--- config.mk ---
export PLATFORM = sky130hd
export DESIGN_NAME = eth_lat_log_sched
export DESIGN_NICKNAME = d
export VERILOG_FILES = /design/src/rtl/eth_lat_log_pkg.sv /design/src/rtl/eth_lat_log_rr_arb.sv /design/src/rtl/eth_lat_log_sched.sv
export SDC_FILE = /design/constraint.sdc
export NUM_CORES = 1
export LEC_CHECK = 0
export CELL_PAD_IN_SITES_DETAIL_PLACEMENT = 0
export CELL_PAD_IN_SITES_GLOBAL_PLACEMENT = 1
export CORE_UTILIZATION = 44
export CTS_CLUSTER_DIAMETER = 80
export DETAILED_ROUTE_END_ITERATION = 8
export GPL_TIMING_DRIVEN = 0
export HOLD_SLACK_MARGIN = 0.15
export PLACE_DENSITY_LB_ADDON = 0.15
export SYNTH_ARGS = -nofsm -noshare
export SYNTH_HDL_FRONTEND = slang
export SYNTH_SLANG_ARGS = --single-unit
--- constraint.sdc ---
create_clock -name clk -period 3.9 [get_ports clk]
set_input_delay 0.78 -clock clk [delete_from_list [all_inputs] [get_ports clk]]
set_output_delay 0.78 -clock clk [all_outputs]
set_load 0.01 [all_outputs]
--- src/rtl/eth_lat_log_pkg.sv ---
// ---------------------------------------------------------------------------
// eth_lat_log_pkg
// Shared definitions for the latency-record scheduler:
//   PKT_TIMESTAMP_W          width of packet timestamps
//   eth_latency_stats_struct {start_timestamp, end_timestamp} log entry
//   lat_log_state_e          scheduler FSM state encoding (visible on stat_state)
//   popcount8                count of set bits in an 8-bit vector
// ---------------------------------------------------------------------------
package eth_lat_log_pkg;

    localparam int PKT_TIMESTAMP_W = 32;

    typedef struct packed {
        logic [PKT_TIMESTAMP_W-1:0] start_timestamp;
        logic [PKT_TIMESTAMP_W-1:0] end_timestamp;
    } eth_latency_stats_struct;

    typedef enum logic [1:0] {
        ST_IDLE   = 2'd0,
        ST_RECORD = 2'd1,
        ST_DRAIN  = 2'd2,
        ST_DONE   = 2'd3
    } lat_log_state_e;

    function automatic logic [3:0] popcount8(input logic [7:0] v);
        logic [3:0] n;
        n = 4'd0;
        for (int i = 0; i < 8; i++) begin
            n = n + {3'b000, v[i]};
        end
        return n;
    endfunction

endpackage

--- src/rtl/eth_lat_log_rr_arb.sv ---
// ---------------------------------------------------------------------------
// eth_lat_log_rr_arb
// Round-robin arbiter. Search starts one past the last granted index; the
// pointer only moves when the grant is actually consumed (advance).
// Ports:
//   clk, rst_n  clock, async active-low reset (pointer -> 0)
//   req         request vector
//   advance     current grant consumed this cycle
//   gnt         one-hot grant (zero when no request)
//   gnt_idx     index of granted requester
//   gnt_val     some request is granted
// ---------------------------------------------------------------------------
module eth_lat_log_rr_arb #(
    parameter int  N     = 2,
    localparam int IDX_W = (N > 1) ? $clog2(N) : 1
) (
    input  logic             clk,
    input  logic             rst_n,
    input  logic [N-1:0]     req,
    input  logic             advance,
    output logic [N-1:0]     gnt,
    output logic [IDX_W-1:0] gnt_idx,
    output logic             gnt_val
);

    localparam logic [IDX_W:0] N_L = (IDX_W+1)'(N);

    logic [IDX_W-1:0] last_r;

    // Priority search from last_r+1 around the ring, first hit wins.
    always_comb begin
        logic [IDX_W:0]   pos_v;
        logic [IDX_W-1:0] idx_v;
        logic             hit_v;
        gnt_val = 1'b0;
        gnt_idx = {IDX_W{1'b0}};
        gnt     = {N{1'b0}};
        for (int k = 1; k <= N; k++) begin
            pos_v   = {1'b0, last_r} + (IDX_W+1)'(k);
            pos_v   = (pos_v >= N_L) ? (pos_v - N_L) : pos_v;
            idx_v   = pos_v[IDX_W-1:0];
            hit_v   = req[idx_v] && !gnt_val;
            gnt_idx = hit_v ? idx_v : gnt_idx;
            gnt_val = gnt_val | hit_v;
        end
        gnt[gnt_idx] = gnt_val;
    end

    // Last-granted pointer.
    always_ff @(posedge clk or negedge rst_n) begin
        if (!rst_n) begin
            last_r <= {IDX_W{1'b0}};
        end else if (advance) begin
            last_r <= gnt_idx;
        end else begin
            last_r <= last_r;
        end
    end

endmodule

--- src/rtl/eth_lat_log_sched.sv ---
// ---------------------------------------------------------------------------
// eth_lat_log_sched
// Collects per-requester latency records into one holding slot each and
// schedules them round-robin into a single registered log write port.
// Ports:
//   clk, rst_n                 clock, async active-low reset
//   req_val/req_timestamp      per-requester record strobe + start timestamp
//   ctrl_start/ctrl_stop       run control pulses; ctrl_limit = max entries (0 = unlimited)
//   log_wr_val/rdy/entry/src   valid/ready log write port
//   stat_state/logged/dropped  FSM state and run statistics
// ---------------------------------------------------------------------------
module eth_lat_log_sched
    import eth_lat_log_pkg::*;
#(
    parameter int  NUM_REQ = 2,
    parameter int  CNT_W   = 16,
    localparam int SRC_W   = (NUM_REQ > 1) ? $clog2(NUM_REQ) : 1
) (
    input  logic                                    clk,
    input  logic                                    rst_n,
    input  logic [NUM_REQ-1:0]                      req_val,
    input  logic [NUM_REQ-1:0][PKT_TIMESTAMP_W-1:0] req_timestamp,
    input  logic                                    ctrl_start,
    input  logic                                    ctrl_stop,
    input  logic [CNT_W-1:0]                        ctrl_limit,
    output logic                                    log_wr_val,
    input  logic                                    log_wr_rdy,
    output eth_latency_stats_struct                 log_wr_entry,
    output logic [SRC_W-1:0]                        log_wr_src,
    output logic [1:0]                              stat_state,
    output logic [CNT_W-1:0]                        stat_logged,
    output logic [CNT_W-1:0]                        stat_dropped
);

    localparam logic [CNT_W-1:0] CNT_ONE = CNT_W'(1);
    localparam logic [CNT_W-1:0] CNT_MAX = {CNT_W{1'b1}};

    logic [PKT_TIMESTAMP_W-1:0] ts_cnt_r;
    lat_log_state_e             state_r;
    logic [CNT_W-1:0]           limit_r;
    logic [CNT_W-1:0]           grant_cnt_r;
    logic [CNT_W-1:0]           logged_r;
    logic [CNT_W-1:0]           dropped_r;
    logic [NUM_REQ-1:0]         slot_full_r;
    eth_latency_stats_struct    slot_entry_r [NUM_REQ];
    logic                       out_val_r;
    eth_latency_stats_struct    out_entry_r;
    logic [SRC_W-1:0]           out_src_r;

    logic               in_run_s, rec_s, start_s, limit_hit_s, hs_s;
    logic               advance_s, done_s, limit_done_s;
    logic [NUM_REQ-1:0] arb_gnt_s, gnt_hit_s, capture_s, drop_s;
    logic [SRC_W-1:0]   arb_idx_s;
    logic               arb_found_s;
    logic [3:0]         drop_cnt_s;
    logic [CNT_W:0]     dropped_sum_s;
    logic [CNT_W-1:0]   dropped_next_s;

    eth_lat_log_rr_arb #(.N(NUM_REQ)) u_arb (
        .clk     (clk),
        .rst_n   (rst_n),
        .req     (slot_full_r),
        .advance (advance_s),
        .gnt     (arb_gnt_s),
        .gnt_idx (arb_idx_s),
        .gnt_val (arb_found_s)
    );

    assign in_run_s    = (state_r == ST_RECORD) || (state_r == ST_DRAIN);
    assign rec_s       = (state_r == ST_RECORD);
    assign start_s     = ctrl_start && ((state_r == ST_IDLE) || (state_r == ST_DONE));
    assign limit_hit_s = (limit_r != {CNT_W{1'b0}}) && (grant_cnt_r == limit_r);
    assign hs_s        = out_val_r && log_wr_rdy;
    // Output register may take a new entry when empty or being emptied now.
    assign advance_s   = in_run_s && !limit_hit_s && (!out_val_r || log_wr_rdy) && arb_found_s;
    assign gnt_hit_s   = advance_s ? arb_gnt_s : {NUM_REQ{1'b0}};
    assign done_s      = in_run_s && !out_val_r &&
                         (limit_hit_s || ((state_r == ST_DRAIN) && (slot_full_r == {NUM_REQ{1'b0}})));
    assign limit_done_s = done_s && limit_hit_s;

    // Per-slot capture/drop decision; a slot granted this cycle is free to reload.
    always_comb begin
        capture_s = {NUM_REQ{1'b0}};
        drop_s    = {NUM_REQ{1'b0}};
        for (int i = 0; i < NUM_REQ; i++) begin
            capture_s[i] = rec_s && req_val[i] && (!slot_full_r[i] || gnt_hit_s[i]);
            drop_s[i]    = rec_s && req_val[i] && slot_full_r[i] && !gnt_hit_s[i];
        end
    end

    assign drop_cnt_s     = popcount8(8'(drop_s));
    assign dropped_sum_s  = {1'b0, dropped_r} + (CNT_W+1)'(drop_cnt_s);
    assign dropped_next_s = dropped_sum_s[CNT_W] ? CNT_MAX : dropped_sum_s[CNT_W-1:0];

    assign log_wr_val   = out_val_r;
    assign log_wr_entry = out_entry_r;
    assign log_wr_src   = out_src_r;
    assign stat_state   = state_r;
    assign stat_logged  = logged_r;
    assign stat_dropped = dropped_r;

    // Free-running timestamp counter.
    always_ff @(posedge clk or negedge rst_n) begin
        if (!rst_n) begin
            ts_cnt_r <= {PKT_TIMESTAMP_W{1'b0}};
        end else begin
            ts_cnt_r <= ts_cnt_r + PKT_TIMESTAMP_W'(1);
        end
    end

    // Run-control FSM; limit is latched only on an accepted start.
    always_ff @(posedge clk or negedge rst_n) begin
        if (!rst_n) begin
            state_r <= ST_IDLE;
            limit_r <= {CNT_W{1'b0}};
        end else begin
            case (state_r)
                ST_IDLE, ST_DONE: begin
                    if (ctrl_start) begin
                        state_r <= ST_RECORD;
                        limit_r <= ctrl_limit;
                    end else begin
                        state_r <= state_r;
                    end
                end
                ST_RECORD: begin
                    if (done_s) begin
                        state_r <= ST_DONE;
                    end else if (ctrl_stop) begin
                        state_r <= ST_DRAIN;
                    end else begin
                        state_r <= ST_RECORD;
                    end
                end
                ST_DRAIN: begin
                    if (done_s) begin
                        state_r <= ST_DONE;
                    end else begin
                        state_r <= ST_DRAIN;
                    end
                end
                default: state_r <= ST_IDLE;
            endcase
        end
    end

    // Run statistics and grant counter, all saturating.
    always_ff @(posedge clk or negedge rst_n) begin
        if (!rst_n) begin
            logged_r    <= {CNT_W{1'b0}};
            dropped_r   <= {CNT_W{1'b0}};
            grant_cnt_r <= {CNT_W{1'b0}};
        end else if (start_s) begin
            logged_r    <= {CNT_W{1'b0}};
            dropped_r   <= {CNT_W{1'b0}};
            grant_cnt_r <= {CNT_W{1'b0}};
        end else begin
            logged_r    <= (hs_s && (logged_r != CNT_MAX)) ? logged_r + CNT_ONE : logged_r;
            dropped_r   <= dropped_next_s;
            grant_cnt_r <= (advance_s && (grant_cnt_r != CNT_MAX)) ? grant_cnt_r + CNT_ONE : grant_cnt_r;
        end
    end

    // Holding slots; a limit-terminated run discards what is still held.
    always_ff @(posedge clk or negedge rst_n) begin
        if (!rst_n) begin
            slot_full_r <= {NUM_REQ{1'b0}};
            for (int i = 0; i < NUM_REQ; i++) begin
                slot_entry_r[i] <= {(2*PKT_TIMESTAMP_W){1'b0}};
            end
        end else begin
            for (int i = 0; i < NUM_REQ; i++) begin
                if (start_s || limit_done_s) begin
                    slot_full_r[i] <= 1'b0;
                end else if (capture_s[i]) begin
                    slot_full_r[i]                  <= 1'b1;
                    slot_entry_r[i].start_timestamp <= req_timestamp[i];
                    slot_entry_r[i].end_timestamp   <= ts_cnt_r;
                end else if (gnt_hit_s[i]) begin
                    slot_full_r[i] <= 1'b0;
                end else begin
                    slot_full_r[i] <= slot_full_r[i];
                end
            end
        end
    end

    // Output register; contents held stable until the handshake.
    always_ff @(posedge clk or negedge rst_n) begin
        if (!rst_n) begin
            out_val_r   <= 1'b0;
            out_entry_r <= {(2*PKT_TIMESTAMP_W){1'b0}};
            out_src_r   <= {SRC_W{1'b0}};
        end else if (advance_s) begin
            out_val_r   <= 1'b1;
            out_entry_r <= slot_entry_r[arb_idx_s];
            out_src_r   <= arb_idx_s;
        end else if (hs_s) begin
            out_val_r   <= 1'b0;
        end else begin
            out_val_r   <= out_val_r;
        end
    end

endmodule

==> impl_results.md, run 1 <==
* Synth area leader: dfrtp_1
* Crit start category: flop
* DR vias/cell at 5.12
* Gr ovfl total at 0
* CTS root buffer: clkbuf_16
* Fmax at 0.281 GHz
* Crit Reg-Reg Startpoint: grant_cnt_r[4]$_DFFE_PN0P_
* Cells after synthesis at approximately 1100
* Antenna violations before repair at 1
* Detailed-router iteration count before antenna repair at 4
* Hold-fix buffers, CTS at 0
* IO Pins at 187
* Final Critical Period at around 3.6 ns
* Reg-to-reg endpoint: stat_dropped[8]$_DFF_PN0_
* Die area at between 30000 and 40000 sq um
* Endpoint class of the critical path: flop
* Ranking of synthesized cells by area: dfrtp_1 (56%), mux2_4 (14%), mux2i_1 (5.0%)
* Outcome: completed
* Die X at 175 microns
* Slew Viols, Final at 0
* Worst setup path start: grant_cnt_r[4]$_DFFE_PN0P_
* Initial core utilization at 45.3%
* R2r setup slk at 0.34 ns
* CP Max Fanout at 10
* Seq pwr share at 38.3%
* P&R area growth vs syn at 27.3%
* Reg2Reg Depth at 12
* Layout Utilization at 57.6%
* Largest net degree at the start of global routing at ~120
* Post-route DRC at 0
* CTS buffer count at 35
* Sink Count at 294
* Flops & latches, synth at ~290
* Row count at 62
* Maximum VDD drop at 0.356 mV
* Asr flop ratio synth at 100%
* Final WL at 30100 microns
* Dominant synthesized flop cell: dfrtp_1
* Chip height at 175 microns
* Clk_lat worst skew at 0.52 ns
* Avg Synthesized Cell Area at 12.4 sq um
* Seq/Total Area, Yosys at between 50% and 60%
* Hold slack at a little under 0.3 ns
* EDFF count, synth at 0
* Reg clk slew, reported paths at 0.05 ns
* Count of final setup violators at 0
* Htree depth at 2
* Final GP Congestion at about 0.78
* Slew HR at 42.7%
* Max cap viols at 0
* Vias in the first global route at 8877
* Critical Path End: stat_dropped[8]$_DFF_PN0_
* Sw Ratio at 31.6%
* Commonest non-fill, non-tap cell in the layout: dfrtp_1
* Switching power at about 0.0035 W
* First-pass GRT wire length at 48700 microns
* Postcts setup bufs at 0
* Area of the mapped netlist at 13100 sq um
* Slew at the pin closest to its max-slew limit at 0.857 ns
* Routed wire per std cell at 17.7 microns
* Leak at about 7.4 nW
* Comb power frac at a little under a third
* Detail Route Antenna Nets at 0
* Setup Skew at 0.0208 ns
* Post-synthesis cell type count at 44
* P_int at 0.00756 W
* Nets at 1380
* Initial DRC count at about 370
* Longest Clk Path Bufs at 3
* Critical Path RT at 4.33 ns
* Most frequent cells in the layout: dfrtp_1 (294), clkdlybuf4s50_1 (185), nand2_1 (153)
* Post-Syn Nets at 1155
* Power per Cell Area at 662 nW/um^2
* YS warnings at 0
* DP HPWL at roughly 20000 microns
* GRT Util Overall at around a fifth
* Hold Violations, Final at 0
* Clk network pwr share at 30.0%
* Period utilisation layout at ~91%
* CP arrival at 3.98 ns
* Worst setup path class: reg -> reg
* CTS tree: built
* Share of layout cells above drive strength 1 at 16.0%
* Yosys top cell area share at 56.0%
* Port Buffers at around 190
* Hold crit path type: in -> async
* Via count at 8684
* Core ar. at 29000 sq um
* RSZ-0062 raised after global routing: false
==> power by group through the flow <==
stage	combinational, W	clock (W)	sequential [W]
after floorplan	0.00225	0	0.00427
after global routing	0.00388	0.00353	0.00434
after CTS	0.00357	0.00340	0.00425
after detailed placement	0.00355	0	0.00429
after global placement	0.00351	0	0.00429
final	0.00350	0.00332	0.00424
==> metal layers <==
| metal | part of all wire, % | track usage, % |
|---|---|---|
| met1 | 47 | 27.9 |
| met2 | 48 | 32.4 |
| met3 | 3.4 | 3.22 |
| met4 | 2.1 | 5.40 |
| met5 | 0 | 0 |
==> layout make-up <==
class,count,area [sq um]
clock inverters,12,179
inverters,16,60.1
fillers,2519,12300
plain buffers,48,279
diodes,1,2.50
flip-flops and latches,294,7360
multi-input cells,703,5450
repair buffers,188,1920
clock buffers,49,990
well taps,384,480
==> cell usage after synthesis, drive strengths merged, types with 2 or more instances <==
cell    number
dfrtp      294
nand2      153
mux2       128
o21ai       80
mux2i       66
xor2        39
nand3       37
nor2        32
xnor2       31
clkbuf      29
a21oi       27
buf         19
nand4       17
inv         16
and3        15
nor4        10
nor3         9
and4         8
or3          8
o211ai       7
ha           6
o31ai        6
a211oi       4
and2         4
a31oi        2
nand2b       2
nor2b        2
o21a         2
or4          2
==> flip-flops by register name (all words and copies together), names as in the netlist <==
name / count
grant_cnt_r: 16
log_wr_val: 1
stat_dropped: 16
log_wr_entry: 64
ts_cnt_r: 32
slot_full_r: 2
stat_state: 2
u_arb.last_r: 1
limit_r: 16
slot_entry_r: 128
stat_logged: 16
==> how the worst min path moves through the flow <==
stage,startpoint,to,depth (start not counted)
6_report,rst_n,stat_dropped[3]$_DFF_PN0_,1
3_3_place_gp,log_wr_entry[61]$_DFFE_PN0P_,log_wr_entry[61]$_DFFE_PN0P_,2
4_1_cts,rst_n,stat_dropped[3]$_DFF_PN0_,1
2_1_floorplan,ts_cnt_r[31]$_DFF_PN0_,ts_cnt_r[31]$_DFF_PN0_,1
5_1_grt,rst_n,stat_dropped[3]$_DFF_PN0_,1
3_5_place_dp,log_wr_entry[63]$_DFFE_PN0P_,log_wr_entry[63]$_DFFE_PN0P_,2
==> worst max-delay path, stage by stage (launching register included) <==
cell and delay, ns:
dfrtp_1 0.46, xor2_1 0.18, nor4_1 0.32, nand3_2 0.27, o211ai_2 0.32, nand4_1 0.20
fa_1 0.48, inv_1 0.07, ha_1 0.26, and4_1 0.30, nand3_1 0.18, clkbuf_2 0.25
a21oi_1 0.17
==> cell families after synthesis <==
family	count (synthesis)	synth area share, %
and+or+nand+nor	300	10.6
DFF	294	56.0
xor gates and xnor gates	70	4.67
adders and majority gates	7	0.724
AOI/OAI and AO/OA	132	5.95
muxes	194	19.4
buffers and inverters	64	2.57
==> through the flow <==
stage	std cells	area, sq um	setup slack, ns	power [W]	setup TNS [ns]
after floorplan	1061	13100	0.953	0.00652	0
after CTS	1694	16700	0.256	0.0112	0
after detailed placement	1633	15500	0.0838	0.00784	0
final	1695	16700	0.344	0.0111	0
after global placement	1631	15500	-11.07	0.00780	-3243.48
after global routing	1695	16700	0.0401	0.0117	0
==> repair_timing <==
item / 4_1_cts / 5_1_grt
endpoints found under the setup margin: 0 / 8
resized for setup: 0 / 3
endpoints found under the hold margin: 0 / 0
Note: power is estimated with default switching activity, not from simulation.
==> run 2: changes to the inputs <==
--- a/config.mk
+++ b/config.mk
@@ -7,10 +7,11 @@
 export LEC_CHECK = 0
 export CELL_PAD_IN_SITES_DETAIL_PLACEMENT = 0
 export CELL_PAD_IN_SITES_GLOBAL_PLACEMENT = 1
+export CORE_MARGIN = 10
 export CORE_UTILIZATION = 44
 export CTS_CLUSTER_DIAMETER = 80
 export DETAILED_ROUTE_END_ITERATION = 8
-export GPL_TIMING_DRIVEN = 0
+export GPL_TIMING_DRIVEN = 1
 export HOLD_SLACK_MARGIN = 0.15
 export PLACE_DENSITY_LB_ADDON = 0.15
 export SYNTH_ARGS = -nofsm -noshare
==> run 2 against run 1 <==
Against the previous run: clock-buffer cell count shrank 2; total power down 0.80%; critical endpoint is now stat_dropped[14]$_DFF_PN0_; global-route usage decreased by 3.6 points; sequential share of layout area rose by 0.22 points.
==> impl_results.md, run 2 (synthesis gave the netlist of run 1 again) <==
* Outcome: completed
* Setup Skew at 0.0138 ns (-0.00695 ns)
* DP HPWL at 20200 microns (+0.20%)
* Final Critical Period at 3.33 ns (-0.223 ns)
* IO Pins at 187 (unchanged)
* Post-CTS sizing at 0 (unchanged)
* RSZ-0062 raised after global routing: false
* Final Instance Count excl. Fillers at 1667 (-1.7%)
* Final WL at 30300 microns (+0.79%)
* Commonest non-fill, non-tap cell in the layout: dfrtp_1
* Worst setup path class: reg -> reg
* Max cap viols at 0 (unchanged)
* Antenna violations before repair at 0 (-1)
* CP arrival at 3.74 ns (-0.24 ns)
* Gr ovfl total at 0 (unchanged)
* Post-route DRC at 0 (unchanged)
* Longest Clk Path Bufs at 3 (unchanged)
* Seq. cell area at 7360 sq um (unchanged)
* Largest net degree at the start of global routing at 88 (-25%)
* Most flop-heavy register: slot_entry_r
* Count of final setup violators at 0 (unchanged)
* Post-Place Cells at 1607 (-1.6%)
* Sink Count at 294 (unchanged)
* GRT Util Overall at 16.4% (-3.6 points)
* Most frequent cells in the layout: dfrtp_1 (294), clkdlybuf4s50_1 (185), nand2_1 (153)
* Period utilisation layout at 85.5% (-5.7 points)
* Max reg flops at 128 (unchanged)
* Detail Route Antenna Nets at 0 (unchanged)
* Postcts setup bufs at 0 (unchanged)
* Reg clk slew, reported paths at 0.06 ns (about the same)
* Slew HR at 43.9% (+1.2 points)
* DR vias/cell at 5.02 (-2.0%)
* Critical Path RT at 4.31 ns (-0.02 ns)
* Chip height at 193 microns (+10%)
* Setup tns final at 0 ns (unchanged)
* Hold Violations, Final at 0 (unchanged)
* Core ar. at 29600 sq um (+1.9%)
* Leak at 7.39 nW (-0.37%)
* Power per Cell Area at 660 nW/um^2 (-0.30%)
* Final GP Congestion at 0.776 (-1.1%)
* Slew at the pin closest to its max-slew limit at 0.841 ns (-0.0157 ns)
* N_diodes at 0 (-1)
* Fillers at 2551 (+1.3%)
* Die X at 193 microns (+10%)
* Detailed-router iteration count before antenna repair at 4 (unchanged)
* Share of layout cells above drive strength 1 at 16.9% (+0.88 points)
* Row count at 63 (+1.6%)
* CTS tree: built
* CP Max Fanout at 6 (-4)
* CTS root buffer: clkbuf_16
* P&R area growth vs syn at 26.7%
* Port Buffers at 186 (unchanged)
* First-pass GRT wire length at 49300 microns (+1.2%)
* Initial core utilization at 44.4% (-0.84 points)
* Die area at 37200 sq um (+22%)
* Fmax at 0.300 GHz (+6.7%)
* Slew Viols, Final at 0 (unchanged)
* Htree depth at 2 (unchanged)
* Routed wire per std cell at 18.2 microns (+2.5%)
* CTS buffer count at 34 (-2.9%)
* Maximum VDD drop at 0.375 mV (+5.3%)
* Initial DRC count at 417 (+14%)
* Hold-fix buffers, CTS at 0 (unchanged)
* Hold crit path type: in -> async
* Multi-input gate area at 5450 sq um (+0.11%)
* Clk_lat worst skew at 0.51 ns (about the same)
* Crit start category: flop
* Via count at 8373 (-3.6%)
* Endpoint class of the critical path: flop
* Nets at 1347 (-2.4%)
* Vias in the first global route at 8804 (-0.82%)
-- run 2: path summary, 6_finish.rpt --
kind                                                    from                      endpoint  slack [ns]  cells past startpoint
worst min register to register  log_wr_entry[49]$_DFFE_PN0P_  log_wr_entry[49]$_DFFE_PN0P_        0.47                      2
max in group asynchronous                              rst_n  log_wr_entry[33]$_DFFE_PN0P_        2.71                      2
min in group clk                log_wr_entry[49]$_DFFE_PN0P_  log_wr_entry[49]$_DFFE_PN0P_        0.47                      2
worst max register to register    grant_cnt_r[7]$_DFFE_PN0P_    stat_dropped[14]$_DFF_PN0_        0.57                     12
worst min-delay path                                   rst_n     stat_dropped[9]$_DFF_PN0_        0.28                      1
worst max-delay path              grant_cnt_r[7]$_DFFE_PN0P_    stat_dropped[14]$_DFF_PN0_        0.57                     12
-- run 2: layer usage --
metal / up-vias / part of all wire, % / global-route usage (%)
met5: - / 0 / 0
met4: 0 / 1.8 / 4.74
met3: 34 / 3.8 / 2.62
met2: 112 / 49 / 26.6
met1: 4146 / 46 / 22.3
li1: 4081 / - / -
-- run 2: cell type report --
type | count | share of cell area, %
Clock buffer | 47 | 6.07
Clock inverter | 13 | 1.14
Inverter | 16 | 0.361
Multi-Input combinational cell | 703 | 32.8
Sequential cell | 294 | 44.2
Tap cell | 390 | 2.93
Timing Repair Buffer | 204 | 12.5
-- run 2: critical path, stage by stage (launching register included) --
cell	delay [ns]
dfrtp_1	0.44
xor2_1	0.17
nor4_1	0.36
nand3_2	0.27
o211ai_2	0.30
nand4_1	0.17
fa_1	0.43
inv_1	0.07
ha_1	0.24
and4_1	0.30
and2_1	0.18
a31oi_1	0.09
a211oi_1	0.23
-- run 2: stage by stage --
step / instance area, sq um / hold slack, ns / utilization [%] / setup WS [ns] / total power (W)
after floorplan: 13100 / 0.461 / - / 0.953 / 0.00652
after global placement: 15400 / 0.460 / 52.2 / 0.487 / 0.00769
after detailed placement: 15400 / 0.470 / 52.2 / 0.455 / 0.00774
after CTS: 16600 / 0.305 / 56.3 / 0.534 / 0.0112
after global routing: 16600 / 0.340 / 56.3 / 0.293 / 0.0117
final: 16600 / 0.283 / 56.3 / 0.567 / 0.0110
-- run 2: power by group --
| group | total (W) | leakage (nW) | internal (W) | switching [W] |
|---|---|---|---|---|
| Clock | 0.00334 | 0.589 | 0.00208 | 0.00126 |
| Sequential | 0.00425 | 3.85 | 0.00378 | 0.000472 |
| Combinational | 0.00338 | 2.95 | 0.00171 | 0.00167 |
